$ cat src/rtl/prng_pkg.sv
// Shared definitions for the PRNG core and its serial back-end.
// Holds the converter FSM encoding, default sizing and the Park-Miller constants.
package prng_pkg;

    typedef enum logic [0:0] {
        IDLE  = 1'b0,
        SHIFT = 1'b1
    } p2s_state_t;

    localparam int PRNG_WIDTH          = 32;
    localparam int P2S_CLK_DIV_DEFAULT = 4;

    localparam logic [31:0] PM_MODULUS    = 32'h7FFF_FFFF;
    localparam logic [31:0] PM_MULTIPLIER = 32'd16807;

    // One Park-Miller step: s * 16807 mod (2^31 - 1).
    function automatic logic [31:0] pm_step(input logic [31:0] seed);
        logic [63:0] prod;
        prod = {32'd0, seed} * {32'd0, PM_MULTIPLIER};
        return 32'(prod % {32'd0, PM_MODULUS});
    endfunction

endpackage

$ cat src/rtl/prng_p2s_if.sv
// Capture/serial bundle between the PRNG core (master) and the converter (slave).
interface prng_p2s_if import prng_pkg::*; #(
    parameter int WIDTH = PRNG_WIDTH
) ();

    logic             load;
    logic [WIDTH-1:0] din;
    logic             ready;
    logic             busy;
    logic             sout;
    logic             bit_stb;
    logic             frame;
    logic             word_done;
    logic             overflow;

    modport master (
        output load, din,
        input  ready, busy, sout, bit_stb, frame, word_done, overflow
    );

    modport slave (
        input  load, din,
        output ready, busy, sout, bit_stb, frame, word_done, overflow
    );

endinterface

$ cat src/rtl/p2s_bitclk.sv
// Bit-cell timing for the serializer: divides clk into cells and counts cells per word.
// start (re)arms both counters; the pair stops by itself after the last cell.
module p2s_bitclk #(
    parameter int WIDTH   = 32,
    parameter int CLK_DIV = 4
) (
    input  logic clk,
    input  logic rst,
    input  logic start,
    output logic cell_start,
    output logic last_cell_end,
    output logic first_cell
);

    localparam int BW = $clog2(WIDTH);
    localparam int DW = (CLK_DIV > 1) ? $clog2(CLK_DIV) : 1;
    localparam logic [BW-1:0] BIT_LAST = BW'(WIDTH - 1);
    localparam logic [DW-1:0] DIV_LAST = DW'(CLK_DIV - 1);

    logic [DW-1:0] div_cnt_r;
    logic [BW-1:0] bit_cnt_r;
    logic          active_r;
    logic          wrap_s;
    logic          at_last_s;

    assign wrap_s        = active_r && (div_cnt_r == DIV_LAST);
    assign at_last_s     = (bit_cnt_r == BIT_LAST);
    assign cell_start    = wrap_s && !at_last_s;
    assign last_cell_end = wrap_s && at_last_s;
    assign first_cell    = active_r && (bit_cnt_r == {BW{1'b0}});

    // Divider and cell counter; both saturate at their terminal values by wrapping or stopping.
    always_ff @(posedge clk) begin
        if (rst) begin
            div_cnt_r <= {DW{1'b0}};
            bit_cnt_r <= {BW{1'b0}};
            active_r  <= 1'b0;
        end else if (start) begin
            div_cnt_r <= {DW{1'b0}};
            bit_cnt_r <= {BW{1'b0}};
            active_r  <= 1'b1;
        end else if (wrap_s) begin
            div_cnt_r <= {DW{1'b0}};
            if (at_last_s) begin
                bit_cnt_r <= {BW{1'b0}};
                active_r  <= 1'b0;
            end else begin
                bit_cnt_r <= bit_cnt_r + BW'(1);
            end
        end else if (active_r) begin
            div_cnt_r <= div_cnt_r + DW'(1);
        end
    end

endmodule

$ cat src/rtl/prng_p2s.sv
// Double-buffered parallel-to-serial converter behind the PRNG core.
// A held word is moved into the shifter as soon as the shifter is free, giving gapless output.
module prng_p2s import prng_pkg::*; #(
    parameter int WIDTH     = PRNG_WIDTH,
    parameter int CLK_DIV   = P2S_CLK_DIV_DEFAULT,
    parameter bit MSB_FIRST = 1'b1
) (
    input  logic      clk,
    input  logic      rst,
    prng_p2s_if.slave bus
);

    p2s_state_t       state_r, state_next_s;
    logic [WIDTH-1:0] hold_r, hold_next_s;
    logic [WIDTH-1:0] shifter_r, shifter_next_s;
    logic             hold_valid_r, hold_valid_next_s;
    logic             sout_r, sout_next_s;
    logic             bit_stb_r, bit_stb_next_s;
    logic             frame_r, frame_next_s;
    logic             word_done_r, word_done_next_s;
    logic             busy_r, busy_next_s;
    logic             ready_r;
    logic             overflow_r, overflow_next_s;
    logic             cell_start_s, last_cell_end_s, first_cell_s;
    logic             start_s, accept_s;

    function automatic logic lead_bit(input logic [WIDTH-1:0] w);
        return MSB_FIRST ? w[WIDTH-1] : w[0];
    endfunction

    function automatic logic [WIDTH-1:0] shift_word(input logic [WIDTH-1:0] w);
        return MSB_FIRST ? {w[WIDTH-2:0], 1'b0} : {1'b0, w[WIDTH-1:1]};
    endfunction

    // Hand the held word to the shifter when idle or exactly as the last cell ends.
    assign start_s  = hold_valid_r && ((state_r == IDLE) || last_cell_end_s);
    assign accept_s = bus.load && !hold_valid_r;

    p2s_bitclk #(
        .WIDTH   (WIDTH),
        .CLK_DIV (CLK_DIV)
    ) u_bitclk (
        .clk           (clk),
        .rst           (rst),
        .start         (start_s),
        .cell_start    (cell_start_s),
        .last_cell_end (last_cell_end_s),
        .first_cell    (first_cell_s)
    );

    // State register.
    always_ff @(posedge clk) begin
        if (rst) begin
            state_r <= IDLE;
        end else begin
            state_r <= state_next_s;
        end
    end

    // Next-state logic.
    always_comb begin
        state_next_s = state_r;
        case (state_r)
            IDLE: begin
                if (hold_valid_r) state_next_s = SHIFT;
                else              state_next_s = IDLE;
            end
            SHIFT: begin
                if (last_cell_end_s && !hold_valid_r) state_next_s = IDLE;
                else                                  state_next_s = SHIFT;
            end
            default: state_next_s = IDLE;
        endcase
    end

    // Next values of the datapath and of every registered output.
    always_comb begin
        shifter_next_s = shifter_r;
        sout_next_s    = sout_r;
        if (start_s) begin
            shifter_next_s = hold_r;
            sout_next_s    = lead_bit(hold_r);
        end else if (cell_start_s) begin
            shifter_next_s = shift_word(shifter_r);
            sout_next_s    = lead_bit(shift_word(shifter_r));
        end else if (last_cell_end_s) begin
            sout_next_s    = 1'b0;
        end else begin
            sout_next_s    = sout_r;
        end

        if (accept_s) begin
            hold_next_s       = bus.din;
            hold_valid_next_s = 1'b1;
        end else if (start_s) begin
            hold_next_s       = hold_r;
            hold_valid_next_s = 1'b0;
        end else begin
            hold_next_s       = hold_r;
            hold_valid_next_s = hold_valid_r;
        end

        bit_stb_next_s   = start_s || cell_start_s;
        frame_next_s     = start_s || (first_cell_s && !cell_start_s);
        word_done_next_s = last_cell_end_s;
        busy_next_s      = (state_next_s == SHIFT);
        overflow_next_s  = overflow_r || (bus.load && hold_valid_r);
    end

    // Datapath and output registers.
    always_ff @(posedge clk) begin
        if (rst) begin
            hold_r       <= {WIDTH{1'b0}};
            hold_valid_r <= 1'b0;
            shifter_r    <= {WIDTH{1'b0}};
            sout_r       <= 1'b0;
            bit_stb_r    <= 1'b0;
            frame_r      <= 1'b0;
            word_done_r  <= 1'b0;
            busy_r       <= 1'b0;
            ready_r      <= 1'b1;
            overflow_r   <= 1'b0;
        end else begin
            hold_r       <= hold_next_s;
            hold_valid_r <= hold_valid_next_s;
            shifter_r    <= shifter_next_s;
            sout_r       <= sout_next_s;
            bit_stb_r    <= bit_stb_next_s;
            frame_r      <= frame_next_s;
            word_done_r  <= word_done_next_s;
            busy_r       <= busy_next_s;
            ready_r      <= !hold_valid_next_s;
            overflow_r   <= overflow_next_s;
        end
    end

    assign bus.sout      = sout_r;
    assign bus.bit_stb   = bit_stb_r;
    assign bus.frame     = frame_r;
    assign bus.word_done = word_done_r;
    assign bus.busy      = busy_r;
    assign bus.ready     = ready_r;
    assign bus.overflow  = overflow_r;

endmodule

$ cat src/flat_wrapper.sv
// flat-port wrapper written by rule: the top's interface ports become plain ports
module prng_p2s_flat import prng_pkg::*;
#(
    parameter int WIDTH     = PRNG_WIDTH,
    parameter int CLK_DIV   = P2S_CLK_DIV_DEFAULT,
    parameter bit MSB_FIRST = 1'b1
)
  (clk, rst, bus_load, bus_din, bus_ready, bus_busy, bus_sout, bus_bit_stb, bus_frame, bus_word_done, bus_overflow);
  prng_p2s_if #(.WIDTH(WIDTH)) bus_i ();
  input  logic clk;
  input  logic rst;
  input wire logic [$bits(bus_i.load)-1:0] bus_load;
  input wire logic [$bits(bus_i.din)-1:0] bus_din;
  output wire logic [$bits(bus_i.ready)-1:0] bus_ready;
  output wire logic [$bits(bus_i.busy)-1:0] bus_busy;
  output wire logic [$bits(bus_i.sout)-1:0] bus_sout;
  output wire logic [$bits(bus_i.bit_stb)-1:0] bus_bit_stb;
  output wire logic [$bits(bus_i.frame)-1:0] bus_frame;
  output wire logic [$bits(bus_i.word_done)-1:0] bus_word_done;
  output wire logic [$bits(bus_i.overflow)-1:0] bus_overflow;
  assign bus_i.load = bus_load;
  assign bus_i.din = bus_din;
  assign bus_ready = bus_i.ready;
  assign bus_busy = bus_i.busy;
  assign bus_sout = bus_i.sout;
  assign bus_bit_stb = bus_i.bit_stb;
  assign bus_frame = bus_i.frame;
  assign bus_word_done = bus_i.word_done;
  assign bus_overflow = bus_i.overflow;
  prng_p2s #(.WIDTH(WIDTH), .CLK_DIV(CLK_DIV), .MSB_FIRST(MSB_FIRST)) u_core (.clk(clk), .rst(rst), .bus(bus_i));
endmodule
$ cat config.mk
export PLATFORM = sky130hd
export DESIGN_NAME = prng_p2s_flat
export DESIGN_NICKNAME = d
export VERILOG_FILES = /design/src/rtl/prng_pkg.sv /design/src/rtl/prng_p2s_if.sv /design/src/rtl/p2s_bitclk.sv /design/src/rtl/prng_p2s.sv /design/src/flat_wrapper.sv
export SDC_FILE = /design/constraint.sdc
export NUM_CORES = 1
export LEC_CHECK = 0
export ABC_AREA = 1
export CAP_MARGIN = 20
export CORE_MARGIN = 5
export CORE_UTILIZATION = 45
export CTS_CLUSTER_DIAMETER = 50
export DETAILED_ROUTE_END_ITERATION = 12
export PLACE_DENSITY_LB_ADDON = 0.08
export SYNTH_ARGS = -nofsm -noshare
export SYNTH_HDL_FRONTEND = slang
export SYNTH_SLANG_ARGS = --single-unit
$ cat constraint.sdc
create_clock -name clk -period 5 [get_ports clk]
set_input_delay 1 -clock clk [delete_from_list [all_inputs] [get_ports clk]]
set_output_delay 1 -clock clk [all_outputs]
set_load 0.02 [all_outputs]
==> results of run 1 <==
power by group:
| part | switching, W | internal, W |
|---|---|---|
| sequential | 0.0000208 | 0.000680 |
| combinational | 0.000107 | 0.0000795 |
| clock | 0.000221 | 0.000225 |
| total | 0.000348 | 0.000984 |
per-stage QoR:
stage                     std cells  setup WS (ns)  power [W]  utilization (%)
after floorplan                 456           3.26   0.000845                -
after global placement          566           1.91   0.000899             51.4
after detailed placement        566           1.88   0.000905             51.4
after CTS                       581           2.21    0.00135             53.8
after global routing            581           1.98    0.00141             53.8
final                           581           2.26    0.00133             53.8
worst min path at each step:
stage                                           to                            from  cells after the start
CTS                  u_core.hold_r[2]$_SDFFE_PP0P_   u_core.hold_r[2]$_SDFFE_PP0P_                      2
global route         u_core.hold_r[1]$_SDFFE_PP0P_   u_core.hold_r[1]$_SDFFE_PP0P_                      2
detailed placement  u_core.hold_r[22]$_SDFFE_PP0P_  u_core.hold_r[22]$_SDFFE_PP0P_                      2
finish               u_core.hold_r[3]$_SDFFE_PP0P_   u_core.hold_r[3]$_SDFFE_PP0P_                      2
floorplan           u_core.hold_r[16]$_SDFFE_PP0P_  u_core.hold_r[16]$_SDFFE_PP0P_                      2
global placement     u_core.hold_r[3]$_SDFFE_PP0P_   u_core.hold_r[3]$_SDFFE_PP0P_                      2
cell usage in the layout, fill, tap and decap left out:
| cell type | n |
|---|---|
| o21ai_0 | 34 |
| nor2_4 | 1 |
| inv_2 | 1 |
| clkbuf_8 | 9 |
| bufinv_16 | 1 |
| ha_1 | 4 |
| inv_1 | 40 |
| mux2i_1 | 1 |
| nor3b_1 | 1 |
| clkinv_2 | 4 |
| dfxtp_1 | 79 |
| xnor2_1 | 1 |
| a22oi_1 | 1 |
| or2_2 | 1 |
| buf_4 | 4 |
| clkdlybuf4s50_1 | 41 |
| nand3_2 | 1 |
| nand4_1 | 1 |
| nand3_1 | 64 |
| o21ai_1 | 1 |
| clkbuf_1 | 1 |
| nor2_1 | 15 |
| a21oi_1 | 70 |
| nand2_1 | 103 |
| nand2_2 | 3 |
metal layers:
layer,routed length [um],part of all wire (%),global-route usage (%),vias up
met5,0,0,0,-
met4,146,2.1,7.94,0
met3,218,3.1,3.21,13
met2,3170,45,26.3,39
met1,3440,49,21.8,1277
li1,-,-,-,1525
sequential cells by signal, summed over array words and instances, names as in the netlist:
name / flops
u_core.bus.ready: 1
u_core.bus.overflow: 1
u_core.hold_r: 32
u_core.u_bitclk.active_r: 1
u_core.bus.sout: 1
u_core.shifter_r: 31
u_core.u_bitclk.bit_cnt_r: 5
u_core.hold_valid_r: 1
u_core.state_r: 1
u_core.bus.word_done: 1
u_core.u_bitclk.div_cnt_r: 2
u_core.bus.frame: 1
u_core.bus.bit_stb: 1
worst max-delay path: cells and delay by family:
family	cells	cell delay (ns)
buffers and inverters	5	1.53
and+or+nand+nor	1	0.34
AOI/OAI and AO/OA	1	0.10
cells by family (layout without fill, tap and decap cells):
| logic type | Yosys count | in the layout | share of synthesized area (%) |
|---|---|---|---|
| AO/OA/AOI/OAI | 106 | 106 | 15.9 |
| multiplexers | 1 | 1 | 0.299 |
| AND/OR/NAND/NOR | 190 | 190 | 24.6 |
| adder cells (fa/ha/maj) | 4 | 4 | 1.50 |
| XOR/XNOR | 1 | 1 | 0.262 |
| flip-flops | 79 | 79 | 47.3 |
| buffers and inverters | 75 | 101 | 10.1 |
final cells by class:
class / instances / area [um^2] / area share, %
clock buffers: 10 / 128 / 3.27
flip-flops and latches: 79 / 1580 / 40.5
multi-input cells: 302 / 1430 / 36.5
repair buffers: 45 / 440 / 11.3
inverters: 41 / 154 / 3.94
well taps: 99 / 124 / 3.17
clock inverters: 5 / 50.0 / 1.28
==> impl_metrics.ini, run 1 <==
[outcome]
status = finished, final reports clean

[logic_synthesis]
yosysTopAreaCell = dfxtp_1
yosysWarnings = 0
synth_top_area_share_pct = 47.3
syn_avg_cell_area_um2 = 7.34
synth_ff_type = dfxtp_1
syn_inst = 456
synth_seq_cells = 79
yosysMostFrequentCell = nand2_1
async_flop_share_pct = 0
synth.net_count = 495
synth_edf_count = 0
synth_commonest_cells = nand2_1, dfxtp_1, a21oi_1, nand3_1, inv_1
yosys.cell_types.count = 24
ys_seq_area_share_pct = 47.3
yosys-top-cells-area = dfxtp_1, nand2_1, a21oi_1
syn-cell-area_um2 = 3350

[routing]
wl_per_cell_um = 12.0
drt_pre_antenna_iters = 4
viasPerCell = 4.91
wl_um = 6970
vias = 2854
ant_nets = 0
drtIter0Drc = 130
route.detailed.drc = 0

[clock_network]
tritoncts = done
insertion_delay_ns = 0.35
cts_resized = 0
postCtsSetupBuffers = 0
cts.sinks = 79
numCtsBuffers = 9
holdBufCountCts = 0
cts_buffer_depth = 2
clkSlewWorstSetupHoldPaths_ns = 0.07
htreeDepth = 3
cts-root-buf = clkbuf_8

[place]
port_buffers = 41
dp_hpwl_um = 4270
place_area_um2 = 3720
gp_congestion = 0.796

[die]
rows = 31
core_um2 = 7250
die_w_um = 96.2
fp.dieH_um = 96.2
start_util_pct = 46.1
io_pins = 42
die_area_um2 = 9260

[setup_path]
crit_chain = clkdlybuf4s50_1 > buf_4 > inv_1 > nand2_1 > inv_1 > o21ai_0 > inv_1
crit_type = in -> reg
cp_common_cell = inv_1
critical_path_required_ns = 5.24
slowest_delay_ns = 0.54
r2r_cells = 11
r2r_slack_ns = 2.27
cp-end-kind = flip-flop
setup.worst_path.end = u_core.hold_valid_r$_SDFF_PP0_
rr_startpoint = u_core.u_bitclk.bit_cnt_r[1]$_SDFFE_PP0P_
r2r-end = u_core.shifter_r[0]$_SDFFE_PP0P_
critPathArrivalTime_ns = 2.98
critPathLaunch = rst
start_kind = input port
critPathMaxFanout = 38
cpMaxStageDelayCell = inv_1

[final_layout]
area_growth_pct = 16.6
fillers = 741
final_net_count = 517
antennaDiodeCount = 0
drive_above_1_share_pct = 5.19
design_area_um2 = 3900

[timing]
setup_tns_ns = 0
max_freq_mhz = 365
hold_ws_ns = 0.457
maxSlewViolCount = 0
period_share_pct = 54.8
finalCriticalPeriod_ns = 2.74
slew_headroom_pct = 38.4
final-setup-viol-count = 0
rsz0062_at_grt = no
worstMarginPinSlew_ns = 0.924
finalHoldViolCount = 0
fin_worst_skew_ns = 0.00907

[pwr]
leakage_nw = 1.61
peakVddDrop_uv = 164
power.density_nw_per_um2 = 341

[worst_hold_path]
hold_path_class = reg -> reg

[global_route]
grt_start_max_net_pins = 55
grt_pass1_vias = 2706
grt_pass1_wl_um = 12100
gr-total-overflow = 0
grt_usage_pct = 16.7
antenna_found_initial = 0

[run]
maxCapViolations = 0
(Power assumes the default switching activity.)
==> inputs of run 2 (changes only) <==
==> constraint.sdc (replaced) <==
create_clock -name clk -period 2.9 [get_ports clk]
set_input_delay 0.58 -clock clk [delete_from_list [all_inputs] [get_ports clk]]
set_output_delay 0.58 -clock clk [all_outputs]
set_load 0.02 [all_outputs]
==> run 2 against run 1 <==
Clock-buffer cell count grew 3. Hold slack got worse by 0.0020 ns. First-iteration DRC count grew 29%. Combinational power increased by 75%. Cell count is 0.86% higher. Total power increased by 84%. Clock power grew 100%. Non-clock buffer count increased by 4. Cell area rose by 2.0%. Largest cell class unchanged. Highest routed layer unchanged.
==> impl_metrics.ini, run 2 (synthesis results as in run 1) <==
[worst_hold_path]
hold_path_class = reg -> reg

[final_layout]
final_net_count = 521
drive_above_1_share_pct = 5.95
area_growth_pct = 18.9
mostFrequentLayoutCells = nand2_1, dfxtp_1, a21oi_1
antennaDiodeCount = 0
layout_commonest_cell = nand2_1
reg.largest.list = u_core.hold_r x32, u_core.shifter_r x31, u_core.u_bitclk.bit_cnt_r x5
regMostFlops = u_core.hold_r
largest_register_ff_count = 32
final_cells = 586

[die]
die_area_um2 = 9260
die_w_um = 96.2
fp.dieH_um = 96.2
rows = 31
core_um2 = 7250
start_util_pct = 46.1
io_pins = 42

[place]
dp_hpwl_um = 4250
port_buffers = 41
gp_congestion = 0.809
post-place-cells = 570
dpl_worst_slack_ns = 0.588

[pwr]
peakVddDrop_uv = 317
clkPwrFrac_pct = 37.3
leakage_nw = 1.64
p_total_w = 0.00245
p_int_w = 0.00184
switching_power_w = 0.000602
p_comb_share_pct = 13.3
sequentialPowerShare_pct = 49.3
power.density_nw_per_um2 = 615
p_sw_share_pct = 24.6

[routing]
top_layer = met4
wl_um = 6940
wl_per_cell_um = 11.8
route.met3.wl_um = 331
viasPerCell = 4.90
wl_met1_um = 3410
ant_nets = 0
drt_pre_antenna_iters = 5
route.detailed.drc = 0
vias = 2871
drtIter0Drc = 168
route.met2.wl_um = 3090

[timing]
slew_headroom_pct = 60.5
setup_tns_ns = 0
period_share_pct = 80.3
fin_worst_skew_ns = 0.00686
max_freq_mhz = 429
setup_ws_ns = 0.570
worstMarginPinSlew_ns = 0.592
final-setup-viol-count = 0
rsz0062_at_grt = no
finalCriticalPeriod_ns = 2.33
finalHoldViolCount = 0
maxSlewViolCount = 0

[global_route]
grt_usage_pct = 16.2
gr-total-overflow = 0
grt_start_max_net_pins = 38
grt_pass1_wl_um = 11800
antenna_found_initial = 0
grt_pass1_vias = 2604

[clock_network]
holdBufCountCts = 0
tritoncts = done
numCtsBuffers = 9
cts-root-buf = clkbuf_8
clkSlewWorstSetupHoldPaths_ns = 0.08
cts.sinks = 79
insertion_delay_ns = 0.34
htreeDepth = 3
cts_buffer_depth = 2
postCtsSetupBuffers = 0
cts_resized = 0

[setup_path]
crit_buf_inv = 1
cp_common_cell = nand2_1
crit_type = reg -> reg
cpMaxStageDelayCell = nand2_2
critical_path_required_ns = 3.12
critPathArrivalTime_ns = 2.55
critPathMaxFanout = 35
cpLargestDelayFamily = simple AND/OR/NAND/NOR gates
cp-end-kind = flip-flop
start_kind = flip-flop
crit_chain = ha_1 > nand2_1 > nor2_1 > ha_1 > nand3_2 > nand2_2 > nand2_2 > buf_4 > nand2_1 > nand2_1 > a21oi_1
slowest_delay_ns = 0.43

[run]
maxCapViolations = 0

[outcome]
status = finished, final reports clean
==> run 2: cell count changes in the layout (fill, tap and decap cells not counted), sizes merged <==
cell / delta
bufinv: +1
clkinv: -3
buf: +4
clkbuf: +3
==> run 2: power groups by stage <==
stage | logic, W | registers [W] | clock network [W]
final | 0.000326 | 0.00121 | 0.000914
after global routing | 0.000374 | 0.00122 | 0.000973
after floorplan | 0.000226 | 0.00123 | 0
after CTS | 0.000331 | 0.00121 | 0.000933
after detailed placement | 0.000330 | 0.00123 | 0
after global placement | 0.000324 | 0.00123 | 0
==> run 2: tightest hold or removal path, cell delays in order (launching register included) <==
cell	delay [ns]
dfxtp_1	0.30
inv_1	0.06
a21oi_1	0.06
==> run 2: cell type report <==
type	count	area, um^2
Sequential cell	79	1580
Timing Repair Buffer	49	470
Clock buffer	13	159
Tap cell	99	124
Multi-Input combinational cell	302	1430
Clock inverter	3	65.1
Fill cell	725	3270
Inverter	41	154
==> run 2: through the flow <==
stage,cell area (um^2),util [%],hold WS (ns)
2_1_floorplan,3350,-,0.430
3_3_place_gp,3750,51.8,0.442
3_5_place_dp,3750,51.8,0.446
4_1_cts,3980,54.9,0.457
5_1_grt,3980,54.9,0.466
6_report,3980,54.9,0.455
==> run 2: worst paths after layout <==
path,from,end,slack [ns],depth (start not counted)
worst max-delay path,u_core.u_bitclk.bit_cnt_r[0]$_SDFFE_PP0P_,u_core.shifter_r[22]$_SDFFE_PP0P_,0.57,11
worst min-delay path,u_core.hold_r[14]$_SDFFE_PP0P_,u_core.hold_r[14]$_SDFFE_PP0P_,0.46,2
worst max register to register,u_core.u_bitclk.bit_cnt_r[0]$_SDFFE_PP0P_,u_core.shifter_r[22]$_SDFFE_PP0P_,0.57,11
worst min register to register,u_core.hold_r[14]$_SDFFE_PP0P_,u_core.hold_r[14]$_SDFFE_PP0P_,0.46,2
==> run 2: routing by layer <==
| metal | track usage [%] | vias up |
|---|---|---|
| li1 | - | 1533 |
| met1 | 21.3 | 1264 |
| met2 | 25.6 | 62 |
| met5 | 0 | - |
| met4 | 7.11 | 0 |
| met3 | 3.21 | 12 |
